==> src/rtl/charram_dram_ctrl.sv <==
// charram_dram_ctrl: arbitrates video fetch and CPU access onto a 4416-style 16k x 4 DRAM.
// It sequences RAS/CAS/RD/WR for each access. Define CHARRAM_DRAM_REFRESH_EN to add periodic RAS-only refresh.
module charram_dram_ctrl #(
    parameter int REFRESH_INTERVAL = 64
) (
    input  logic        i_MCLK,
    input  logic        i_RST_n,
    input  logic        i_CEN,
    input  logic        i_VID_REQ,
    input  logic [13:0] i_VID_ADDR,
    output logic [3:0]  o_VID_DATA,
    output logic        o_VID_VALID,
    input  logic        i_CPU_CS_n,
    input  logic        i_CPU_RW,
    input  logic [13:0] i_CPU_ADDR,
    input  logic [3:0]  i_CPU_DIN,
    output logic [3:0]  o_CPU_DOUT,
    output logic        o_DTACK_n,
    output logic [7:0]  o_ADDR,
    output logic        o_RAS_n,
    output logic        o_CAS_n,
    output logic        o_WR_n,
    output logic        o_RD_n,
    output logic [3:0]  o_DRAM_DIN,
    input  logic [3:0]  i_DRAM_DOUT
);
    typedef enum logic [2:0] {S_IDLE, S_ROW, S_COL, S_DATA, S_LATCH, S_PRE} state_t;
    typedef enum logic [1:0] {K_VID, K_CPU, K_REF} kind_t;
    typedef struct packed {
        logic        rd;
        logic [13:0] addr;
        logic [3:0]  din;
    } req_t;

    state_t      state, state_nx;
    kind_t       kind, kind_nx;
    req_t        cur, cur_nx, cpu_req;
    logic [7:0]  addr_nx;
    logic        vid_pend, cpu_pend, armed, ref_pend;
    logic [13:0] vid_addr;
    logic [7:0]  ref_row;
    logic        grant_vid, grant_ref, grant_cpu, done;

    assign grant_vid = i_CEN && state == S_IDLE && vid_pend;
    assign grant_ref = i_CEN && state == S_IDLE && !vid_pend && ref_pend;
    assign grant_cpu = i_CEN && state == S_IDLE && !vid_pend && !ref_pend && cpu_pend;
    assign done      = i_CEN && state == S_LATCH;

    always_comb begin
        state_nx = state;
        kind_nx  = kind;
        cur_nx   = cur;
        addr_nx  = o_ADDR;
        case (state)
            S_IDLE: begin
                if (grant_vid) begin
                    kind_nx = K_VID;
                    cur_nx  = '{rd: 1'b1, addr: vid_addr, din: 4'h0};
                end else if (grant_ref) begin
                    kind_nx = K_REF;
                    cur_nx  = '{rd: 1'b1, addr: {6'h00, ref_row}, din: 4'h0};
                end else if (grant_cpu) begin
                    kind_nx = K_CPU;
                    cur_nx  = cpu_req;
                end
                if (grant_vid || grant_ref || grant_cpu) begin
                    state_nx = S_ROW;
                    addr_nx  = cur_nx.addr[7:0];
                end
            end
            S_ROW: begin
                // refresh is RAS-only: skip straight to precharge
                if (kind == K_REF) state_nx = S_PRE;
                else begin
                    state_nx = S_COL;
                    addr_nx  = {1'b0, cur.addr[13:8], 1'b0};
                end
            end
            S_COL:   state_nx = S_DATA;
            S_DATA:  state_nx = S_LATCH;
            S_LATCH: state_nx = S_PRE;
            default: state_nx = S_IDLE;
        endcase
    end

    always_ff @(posedge i_MCLK or negedge i_RST_n) begin
        if (!i_RST_n) begin
            state      <= S_IDLE;
            kind       <= K_VID;
            cur        <= '0;
            o_ADDR     <= 8'h00;
            o_DRAM_DIN <= 4'h0;
        end else if (i_CEN) begin
            state  <= state_nx;
            kind   <= kind_nx;
            cur    <= cur_nx;
            o_ADDR <= addr_nx;
            if (state == S_COL && kind == K_CPU && !cur.rd) o_DRAM_DIN <= cur.din;
        end
    end

    assign o_RAS_n = !(state inside {S_ROW, S_COL, S_DATA, S_LATCH});
    assign o_CAS_n = !(state inside {S_COL, S_DATA, S_LATCH});
    assign o_RD_n  = !(state == S_DATA && cur.rd);
    assign o_WR_n  = !(state == S_DATA && !cur.rd);

    // Request capture runs every MCLK; a new request wins over a same-edge clear.
    always_ff @(posedge i_MCLK or negedge i_RST_n) begin
        if (!i_RST_n) begin
            vid_pend <= 1'b0;
            vid_addr <= '0;
            cpu_pend <= 1'b0;
            armed    <= 1'b0;
            cpu_req  <= '0;
        end else begin
            if (i_VID_REQ) begin
                vid_pend <= 1'b1;
                vid_addr <= i_VID_ADDR;
            end else if (grant_vid) begin
                vid_pend <= 1'b0;
            end
            if (!i_CPU_CS_n && armed) begin
                cpu_pend <= 1'b1;
                cpu_req  <= '{rd: i_CPU_RW, addr: i_CPU_ADDR, din: i_CPU_DIN};
            end else if (done && kind == K_CPU) begin
                cpu_pend <= 1'b0;
            end
            if (i_CPU_CS_n) armed <= 1'b1;
            else if (armed) armed <= 1'b0;
        end
    end

    always_ff @(posedge i_MCLK or negedge i_RST_n) begin
        if (!i_RST_n) begin
            o_VID_DATA  <= 4'h0;
            o_VID_VALID <= 1'b0;
            o_CPU_DOUT  <= 4'h0;
            o_DTACK_n   <= 1'b1;
        end else begin
            o_VID_VALID <= done && kind == K_VID;
            if (done && kind == K_VID) o_VID_DATA <= i_DRAM_DOUT;
            if (done && kind == K_CPU && cur.rd) o_CPU_DOUT <= i_DRAM_DOUT;
            // an abandoned access (CS already high) completes silently
            if (i_CPU_CS_n) o_DTACK_n <= 1'b1;
            else if (done && kind == K_CPU) o_DTACK_n <= 1'b0;
        end
    end

`ifdef CHARRAM_DRAM_REFRESH_EN
    logic [15:0] step_cnt;

    always_ff @(posedge i_MCLK or negedge i_RST_n) begin
        if (!i_RST_n) begin
            step_cnt <= 16'h0000;
            ref_pend <= 1'b0;
            ref_row  <= 8'h00;
        end else if (i_CEN) begin
            if (step_cnt == 16'(REFRESH_INTERVAL - 1)) begin
                step_cnt <= 16'h0000;
                ref_pend <= 1'b1;
            end else begin
                step_cnt <= step_cnt + 16'h0001;
                if (grant_ref) ref_pend <= 1'b0;
            end
            if (state == S_ROW && kind == K_REF) ref_row <= ref_row + 8'h01;
        end
    end
`else
    // interval only matters when refresh is built in
    assign ref_pend = 1'b0 & (REFRESH_INTERVAL != 0);
    assign ref_row  = 8'h00;
`endif

endmodule

==> config.mk <==
export PLATFORM = sky130hd
export DESIGN_NAME = charram_dram_ctrl
export DESIGN_NICKNAME = d
export VERILOG_FILES = /design/src/rtl/charram_dram_ctrl.sv
export SDC_FILE = /design/constraint.sdc
export NUM_CORES = 1
export LEC_CHECK = 0
export BUFFER_PORTS_ARGS = -buffer_cell sky130_fd_sc_hd__buf_2
export CORE_AREA = 2 2 80 82
export CTS_CLUSTER_DIAMETER = 150
export DETAILED_ROUTE_END_ITERATION = 7
export DIE_AREA = 0 0 82 84
export PLACE_DENSITY_LB_ADDON = 0.2
export SLEW_MARGIN = 20
export SYNTH_ARGS = -nofsm -noshare
export SYNTH_HDL_FRONTEND = slang
export SYNTH_SLANG_ARGS = --single-unit
==> constraint.sdc <==
create_clock -name i_MCLK -period 2.1 [get_ports i_MCLK]
set_clock_uncertainty 0.1 [all_clocks]
set_input_delay 0.21 -clock i_MCLK [delete_from_list [all_inputs] [get_ports i_MCLK]]
set_output_delay 0.21 -clock i_MCLK [all_outputs]
set_load 0.02 [all_outputs]
-- After elaboration in Yosys (flattened, before gate mapping)
Cells that the tools add are included.
- bits in registers: 82
- reductions and logical operators: 35
- equal/unequal tests: 8
- mux-type cells: 16
- operator list (kind ; count):
    $mux W19 ; 2
    $mux W8 ; 2
    $pmux W8 S2 ; 1
    $pmux W3 S5 ; 1
    $logic_and A1 B1 Y1 ; 13
    $reduce_bool A2 Y1 ; 5
    $logic_not A1 Y1 ; 7
    $eq A3 B2 Y1 const B ; 2
    $mux W1 ; 6
    $mux W3 ; 2
    $reduce_and A2 Y1 ; 3
    $mux W2 ; 2
    $reduce_and A4 Y1 ; 1
    $reduce_bool A4 Y1 ; 1
    $eq A3 B1 Y1 const B ; 1
    $eq A3 B3 Y1 const B ; 1
    $logic_not A3 Y1 ; 1
    $reduce_and A3 Y1 ; 1
    $reduce_bool A3 Y1 ; 1
    $eq A2 B1 Y1 const B ; 1
    $eq A2 B2 Y1 const B ; 1
    $logic_not A2 Y1 ; 1
    $ne A2 B1 Y1 const B ; 1
    $ne A2 B2 Y1 const B ; 1
    $logic_or A1 B1 Y1 ; 1

-- Depth between registers and ports, before layout
Gate-level depths: netlist (run 1).
- depth in word-level cells: 8
- depth in mapped cells: 6
- mapped depth without buffers: 3

-- Least setup slack after synthesis (run 1)
Ideal clock, no wire load.
- path type: reg2reg
- start point: register state[0]
- end point: register cur[17] (netlist bit)
- setup time: 0.130 ns
- stages on the path, launching flop included: 7
- required time: 1.870 ns
- arrival: 1.464 ns
- slack: 0.406 ns
- cells stage by stage: dfrtp_1 > buf_6 > or4b_1 > buf_6 > buf_6 > o22ai_1 > a21oi_1
- longest elaborated chain between the ends: 6
- elaborated cells between the ends (all ways): 8
- those cells by class: mux (1); reduce/logical (7)
- ends and longest elaborated chain (item ; RTL line ; source):
    start: declaration ; 35 ; state_t state, state_nx;
    start signal: assignment ; 94 ; state <= state_nx;
    $logic_not A3 Y1 * ; 44, 46, 54 ;
    $logic_and A1 B1 Y1 ; 44, 46 ;
    $logic_and A1 B1 Y1 (2 in a row) ; 46 ; assign grant_cpu = i_CEN && state == S_IDLE && !vid_pend && !ref_pend && cpu_pend;
    $reduce_bool A2 Y1 (no source line) ; - ;
    $reduce_and A3 Y1 (no source line) ; - ;
    end signal: assignment ; 96 ; cur <= cur_nx;
    end: declaration ; 37 ; req_t cur, cur_nx, cpu_req;
Mark *: on every way between the ends. The rest lies on a longest branch, timed or not.
A chain may end at the register's enable or synchronous reset.

-- Final worst setup path (run 1)
- start point: register state[1]
- end point: output o_WR_n
- longest elaborated chain between the ends: 3
- ends and longest elaborated chain (item ; RTL line ; source):
    $eq A3 B2 Y1 ; 105 ; assign o_WR_n = !(state == S_DATA && !cur.rd);
    $logic_and A1 B1 Y1 ; 105 ;
    $logic_not A1 Y1 ; 105 ;
    end: declaration ; 22 ; output logic o_WR_n,
No other way between the ends.

==> impl_metrics.tcl, run 1 <==
set metrics [dict create \
    yosys_warnings 0 \
    grt_overflow_total 0 \
    synthArstFlopShare_pct 100 \
    p_leak_nw 1.87 \
    maxCapViolations 0 \
    post-route-min-period_ns 1.97 \
    dieArea_um2 6890 \
    post-dp-hpwl_mm 4.55 \
    power_mw 4.68 \
    clock.fmax_ghz 0.509 \
    cts_buffers 9 \
    drt-pass1-iter-count 4 \
    io_pins 68 \
    clockRootBuffer "clkbuf_8" \
    grt_pass1_vias 2324 \
    critical_path_class "flip-flop to output pin" \
    rsz0062_at_grt "no" \
    die_h_um 84 \
    cts_resized 0 \
    critical_path_arrival_ns 1.66 \
    antenna_found_initial 0 \
    hold_start "i_DRAM_DOUT[1]" \
    cp_slowest_stage_delay_ns 0.55 \
    via_per_inst 5.45 \
    globalplace.congestion 0.788 \
    ys_seq_elements 73 \
    seq_area_frac_synth_pct 57.2 \
    setup_ws_ns 0.135 \
    area_delta_synth_final_pct 28.2 \
    drt_iter0_drc 142 \
    dpl_worst_slack_ns 0.204 \
    rr_worst_depth 2 \
    vias 2391 \
    drive_above_1_share_pct 39.2 \
    critPathTopFamily "flip-flops" \
    fp-row-count 29 \
    cp_max_fo 10 \
    die_width_um 82 \
    htreeDepth 3 \
    min_to "o_VID_DATA[1]$_DFFE_PN0P_" \
    yosysTopAreaCellShare_pct 56.4 \
    critPathLaunchType "flip-flop" \
    slew_violations 0 \
    cts_tree "yes" \
    setup_viol 0 \
    start_util_pct 52.4 \
    status "complete, no violations" \
    diodes 0 \
    timing.rr.end "o_ADDR[3]$_DFFE_PN0P_" \
    drt-wirelength-per-cell_um 15.5 \
    synth.cell_area_um2 3190 \
    synth_edf_count 0 \
    rrSetupSlack_ns 0.21 \
    grt_max_degree 36 \
    port_buffers 67 \
    r2r_start "state[0]$_DFFE_PN0P_" \
    cp_cell_sequence "buf_4, nand2_1, or3_1, buf_2" \
    clock-sinks 73 \
    clock_latency_ns 0.34 \
    final_nets 399 \
    post-route-period-util_pct 93.6 \
    worst_pin_slew_ns 0.983 \
    drc_errors 0 \
    cp_slowest_cell "dfrtp_1" \
    hp-class "input port to flip-flop" \
    clkTransAtPathRegs_ns 0.07 \
    wl_mm 6.79 \
    required_ns 1.79 \
    synth_top_flop_cell "dfrtp_1" \
    path_buf_inv 2 \
    syn_nets 304 \
    peakVddDrop_mv 0.538 \
    core_region_area_um2 6100 \
    final-hold-violation-count 0 \
    grt_usage_pct 21.8 \
    synthCells 262 \
    ant_nets 0 \
    ys_top_cells_by_area "dfrtp_1, mux2_2, nor3_1" \
    whs_path_depth 2 \
    slew_headroom_pct 33.9 \
    ys_types 40 \
    yosysTopAreaCell "dfrtp_1" \
    postSynthAreaPerCell_um2 12.2 \
    clockBufferDepth 2 \
    powerDensity_nw_per_um2 1140 \
    setup.worst_path.end_class "output pin" \
    grt_pass1_wl_mm 11.2 \
    setup_tns_ns 0 \
]
-- per-layer routing --
metal | vias to the layer above | wire [um] | global-route usage, % | share of wire (%)
met5 | - | 0 | 0 | 0
met4 | 0 | 114 | 9.85 | 1.7
met3 | 11 | 289 | 4.00 | 4.3
met2 | 63 | 3160 | 31.7 | 47
met1 | 1184 | 3220 | 31.6 | 47
li1 | 1133 | - | - | -
-- synthesized netlist by cell type (2+ instances only) --
cell type,count
o22ai_1,6
dfrtp_1,72
nor3_1,12
a31oi_1,5
or3b_2,2
o2bb2ai_1,2
o32ai_1,6
clkbuf_2,2
nand2b_1,7
clkbuf_1,10
buf_2,6
a21oi_1,8
a21o_1,3
mux2_2,44
buf_1,3
nand4_1,3
a22oi_1,2
buf_6,4
nor2_1,8
nand2_1,10
a2111oi_0,6
inv_1,9
nor2b_1,8
o21ai_0,8
-- worst max-delay path by stage --
stage	startpoint	endpoint	slack, ns	cells after the start
finish	state[1]$_DFFE_PN0P_	o_WR_n	0.13	4
global route	state[0]$_DFFE_PN0P_	o_ADDR[2]$_DFFE_PN0P_	0.04	2
CTS	state[1]$_DFFE_PN0P_	o_WR_n	0.14	4
detailed placement	state[0]$_DFFE_PN0P_	o_ADDR[3]$_DFFE_PN0P_	0.20	2
global placement	state[0]$_DFFE_PN0P_	o_ADDR[4]$_DFFE_PN0P_	0.33	2
floorplan	state[0]$_DFFE_PN0P_	cur[17]$_DFFE_PN0P_	0.41	6
-- power breakdown --
part / internal [mW] / switching, mW / total [mW]
Sequential: 1.78 / 0.299 / 2.08
Combinational: 0.673 / 0.874 / 1.55
Clock: 0.555 / 0.488 / 1.04
-- cell families (layout without fill, tap and decap cells) --
group	count (synthesis)	count (layout)	share of synthesized area, %
multiplexers	45	45	15.8
AO/OA/AOI/OAI	49	49	10.5
XOR/XNOR	1	1	0.274
AND/OR/NAND/NOR	60	60	10.9
buffers and inverters	34	134	5.25
flip-flops	73	73	57.2
-- metrics by stage --
stage	utilization (%)	cell area, um2	hold slack (ns)	std cells
final	67.2	4090	0.0108	439
after CTS	67.2	4090	0.00161	439
after global routing	67.2	4090	0.00535	439
after detailed placement	58.7	3580	-0.0398	391
after global placement	58.7	3580	-0.0429	391
after floorplan	-	3190	-0.186	262
-- state kept, by name (all words and copies together), names as in the netlist --
register,count
cpu_req,19
vid_addr,14
cur,11
o_ADDR,8
o_CPU_DOUT,4
o_DRAM_DIN,4
o_VID_DATA,4
state,3
armed,1
cpu_pend,1
kind,1
o_DTACK_n,1
o_VID_VALID,1
vid_pend,1
-- cells in the final DEF (no fill, tap or decap), types with 2 or more instances in the layout --
cell type	synthesis	layout
nor2_1	8	8
nand4_1	3	3
o2bb2ai_1	2	2
clkbuf_8	0	13
o21ai_0	8	8
a22oi_1	2	2
a21o_1	3	3
nand2_1	10	10
nand2b_1	7	7
dlygate4sd3_1	0	32
mux2_2	44	44
a31oi_1	5	5
nor2b_1	8	7
nor3_1	12	12
inv_1	9	9
dfrtp_1	72	72
o22ai_1	6	6
o32ai_1	6	6
a2111oi_0	6	6
a21oi_1	8	8
or3b_2	2	2
clkinv_2	0	2
buf_2	6	67
buf_4	0	9
-- area by class of cell --
class	count	area, um2
Fill cell	495	2000
Clock buffer	14	183
Clock inverter	2	10.0
Timing Repair Buffer	109	743
Sequential cell	73	1830
Inverter	9	33.8
Multi-Input combinational cell	155	1200
Tap cell	77	96.3
-- what timing repair did --
item,in CTS,in global routing
hold buffers,32,0
hold endpoints to repair,105,0
buffers inserted,0,0
(Power assumes the default switching activity.)
==> inputs of run 2 (changes only) <==
--- a/config.mk
+++ b/config.mk
@@ -11,6 +11,7 @@
 export DETAILED_ROUTE_END_ITERATION = 7
 export DIE_AREA = 0 0 82 84
 export PLACE_DENSITY_LB_ADDON = 0.2
+export SETUP_SLACK_MARGIN = 0.3
 export SLEW_MARGIN = 20
 export SYNTH_ARGS = -nofsm -noshare
 export SYNTH_HDL_FRONTEND = slang
==> run 2 against run 1 <==
Compared with the run above:
- global-route usage grew 0.14 points
- utilization increased by 0.94 points
- final cell count increased by 0.46%
- clock power about the same
- combinational power rose by 7%
- cell area grew 1.4%
- largest power group unchanged
==> impl_metrics.tcl, run 2 (synthesis results as in run 1) <==
set metrics [dict create \
    status "complete, no violations" \
    maxCapViolations 0 \
    start_util_pct 52.4 \
    clock_latency_ns 0.34 \
    slew_violations 0 \
    p_leak_nw 1.88 \
    port_buffers 67 \
    drt_iter0_drc 150 \
    rsz0062_at_grt "yes" \
    wl_mm 6.98 \
    clock.fmax_ghz 0.563 \
    worst_pin_slew_ns 0.747 \
    drt-pass1-iter-count 4 \
    setup.worst_path.end_class "output pin" \
    clock-sinks 73 \
    final_nets 401 \
    setup_viol 0 \
    reg.largest.list "cpu_req (19), vid_addr (14), cur (11)" \
    fp-row-count 29 \
    setup_ws_ns 0.322 \
    globalplace.congestion 0.788 \
    critical_path_arrival_ns 1.47 \
    post-dp-hpwl_mm 4.55 \
    htreeDepth 3 \
    required_ns 1.79 \
    cts_tree "yes" \
    drive_above_1_share_pct 41.8 \
    rr_worst_depth 4 \
    hp-class "input port to flip-flop" \
    critical_path_class "flip-flop to output pin" \
    slew_headroom_pct 49.9 \
    dpl_worst_slack_ns 0.204 \
    core_region_area_um2 6100 \
    finish.instance_area_um2 4150 \
    vias 2447 \
    mostFrequentLayoutCell "dfrtp_1" \
    netSwitchingFraction_pct 35.8 \
    post-route-period-util_pct 84.7 \
    clkTransAtPathRegs_ns 0.07 \
    clockRootBuffer "clkbuf_8" \
    dieArea_um2 6890 \
    clkPwrFrac_pct 21.9 \
    peakVddDrop_mv 0.555 \
    final-hold-violation-count 0 \
    whs_path_depth 2 \
    place_inst 391 \
    top_register "cpu_req" \
    ant_nets 0 \
    p_sw_mw 1.71 \
    die_h_um 84 \
    antenna_found_initial 0 \
    grt_pass1_vias 2341 \
    area_delta_synth_final_pct 30.0 \
    io_pins 68 \
    largest_reg_flops 19 \
    rrSetupSlack_ns 0.33 \
    grt_pass1_wl_mm 11.3 \
    setup_tns_ns 0 \
    powerDensity_nw_per_um2 1150 \
    cp_max_fo 6 \
    mostFrequentLayoutCells "dfrtp_1, buf_2, mux2_2, dlygate4sd3_1, clkbuf_8" \
    grt_usage_pct 21.9 \
    p_seq_share_pct 43.5 \
    drc_errors 0 \
    fin_cells 441 \
    power_mw 4.79 \
    clockBufferDepth 2 \
    p_int_mw 3.08 \
    p_comb_share_pct 34.6 \
    post_dp_cell_area_um2 3580 \
    hold_ws_ns 0.00439 \
    post-route-min-period_ns 1.78 \
    diodes 0 \
    via_per_inst 5.55 \
    final_core_util_pct 68.1 \
    die_width_um 82 \
    grt_overflow_total 0 \
    grt_max_degree 36 \
    fillers 480 \
    critPathLaunchType "flip-flop" \
    cts_buffers 9 \
    drt-wirelength-per-cell_um 15.8 \
]
## run 2: repair_timing
action / in CTS / in global routing
endpoints found under the hold margin: 105 / 0
buffers inserted: 0 / 2
hold buffers: 32 / 0
gates resized for setup: 2 / 13
endpoints found under the setup margin: 8 / 16
## run 2: cell type report
cell class	count	area [um2]	share of cell area, %
inverters	9	37.5	0.904
clock inverters	2	10.0	0.241
well taps	77	96.3	2.32
multi-input cells	155	1230	29.6
flip-flops and latches	73	1830	44.1
clock buffers	14	183	4.40
repair buffers	111	764	18.4
## run 2: metal layers
| layer | part of all wire, % | wire length, um | global-route usage [%] | up-vias |
|---|---|---|---|---|
| met2 | 47 | 3310 | 32.2 | 75 |
| li1 | - | - | - | 1135 |
| met1 | 46 | 3200 | 31.4 | 1224 |
| met4 | 1.5 | 108 | 10.0 | 0 |
| met5 | 0 | 0 | 0 | - |
| met3 | 5.2 | 361 | 4.22 | 13 |
## run 2: final timing paths
kind | end | start
min reg2reg | cpu_req[13]$_DFFE_PN0P_ | cpu_req[13]$_DFFE_PN0P_
max | o_WR_n | state[1]$_DFFE_PN0P_
max in group asynchronous | vid_addr[8]$_DFFE_PN0P_ | i_RST_n
max reg2reg | o_ADDR[3]$_DFFE_PN0P_ | state[2]$_DFFE_PN0P_
min | o_VID_DATA[1]$_DFFE_PN0P_ | i_DRAM_DOUT[1]
min in group asynchronous | o_CPU_DOUT[1]$_DFFE_PN0P_ | i_RST_n
## run 2: power groups by stage
| stage | clock network [mW] | registers, mW | logic [mW] |
|---|---|---|---|
| after floorplan | 0 | 2.20 | 0.931 |
| after global placement | 0 | 2.09 | 1.47 |
| after detailed placement | 0 | 2.11 | 1.51 |
| after CTS | 1.08 | 2.08 | 1.56 |
| after global routing | 1.13 | 2.14 | 1.80 |
| final | 1.05 | 2.09 | 1.66 |
## run 2: worst max-delay path, stage by stage (launching register included)
cell and delay [ns]:
dfrtp_2 0.43, buf_6 0.14, nand2_1 0.07, or3_1 0.32, buf_2 0.17
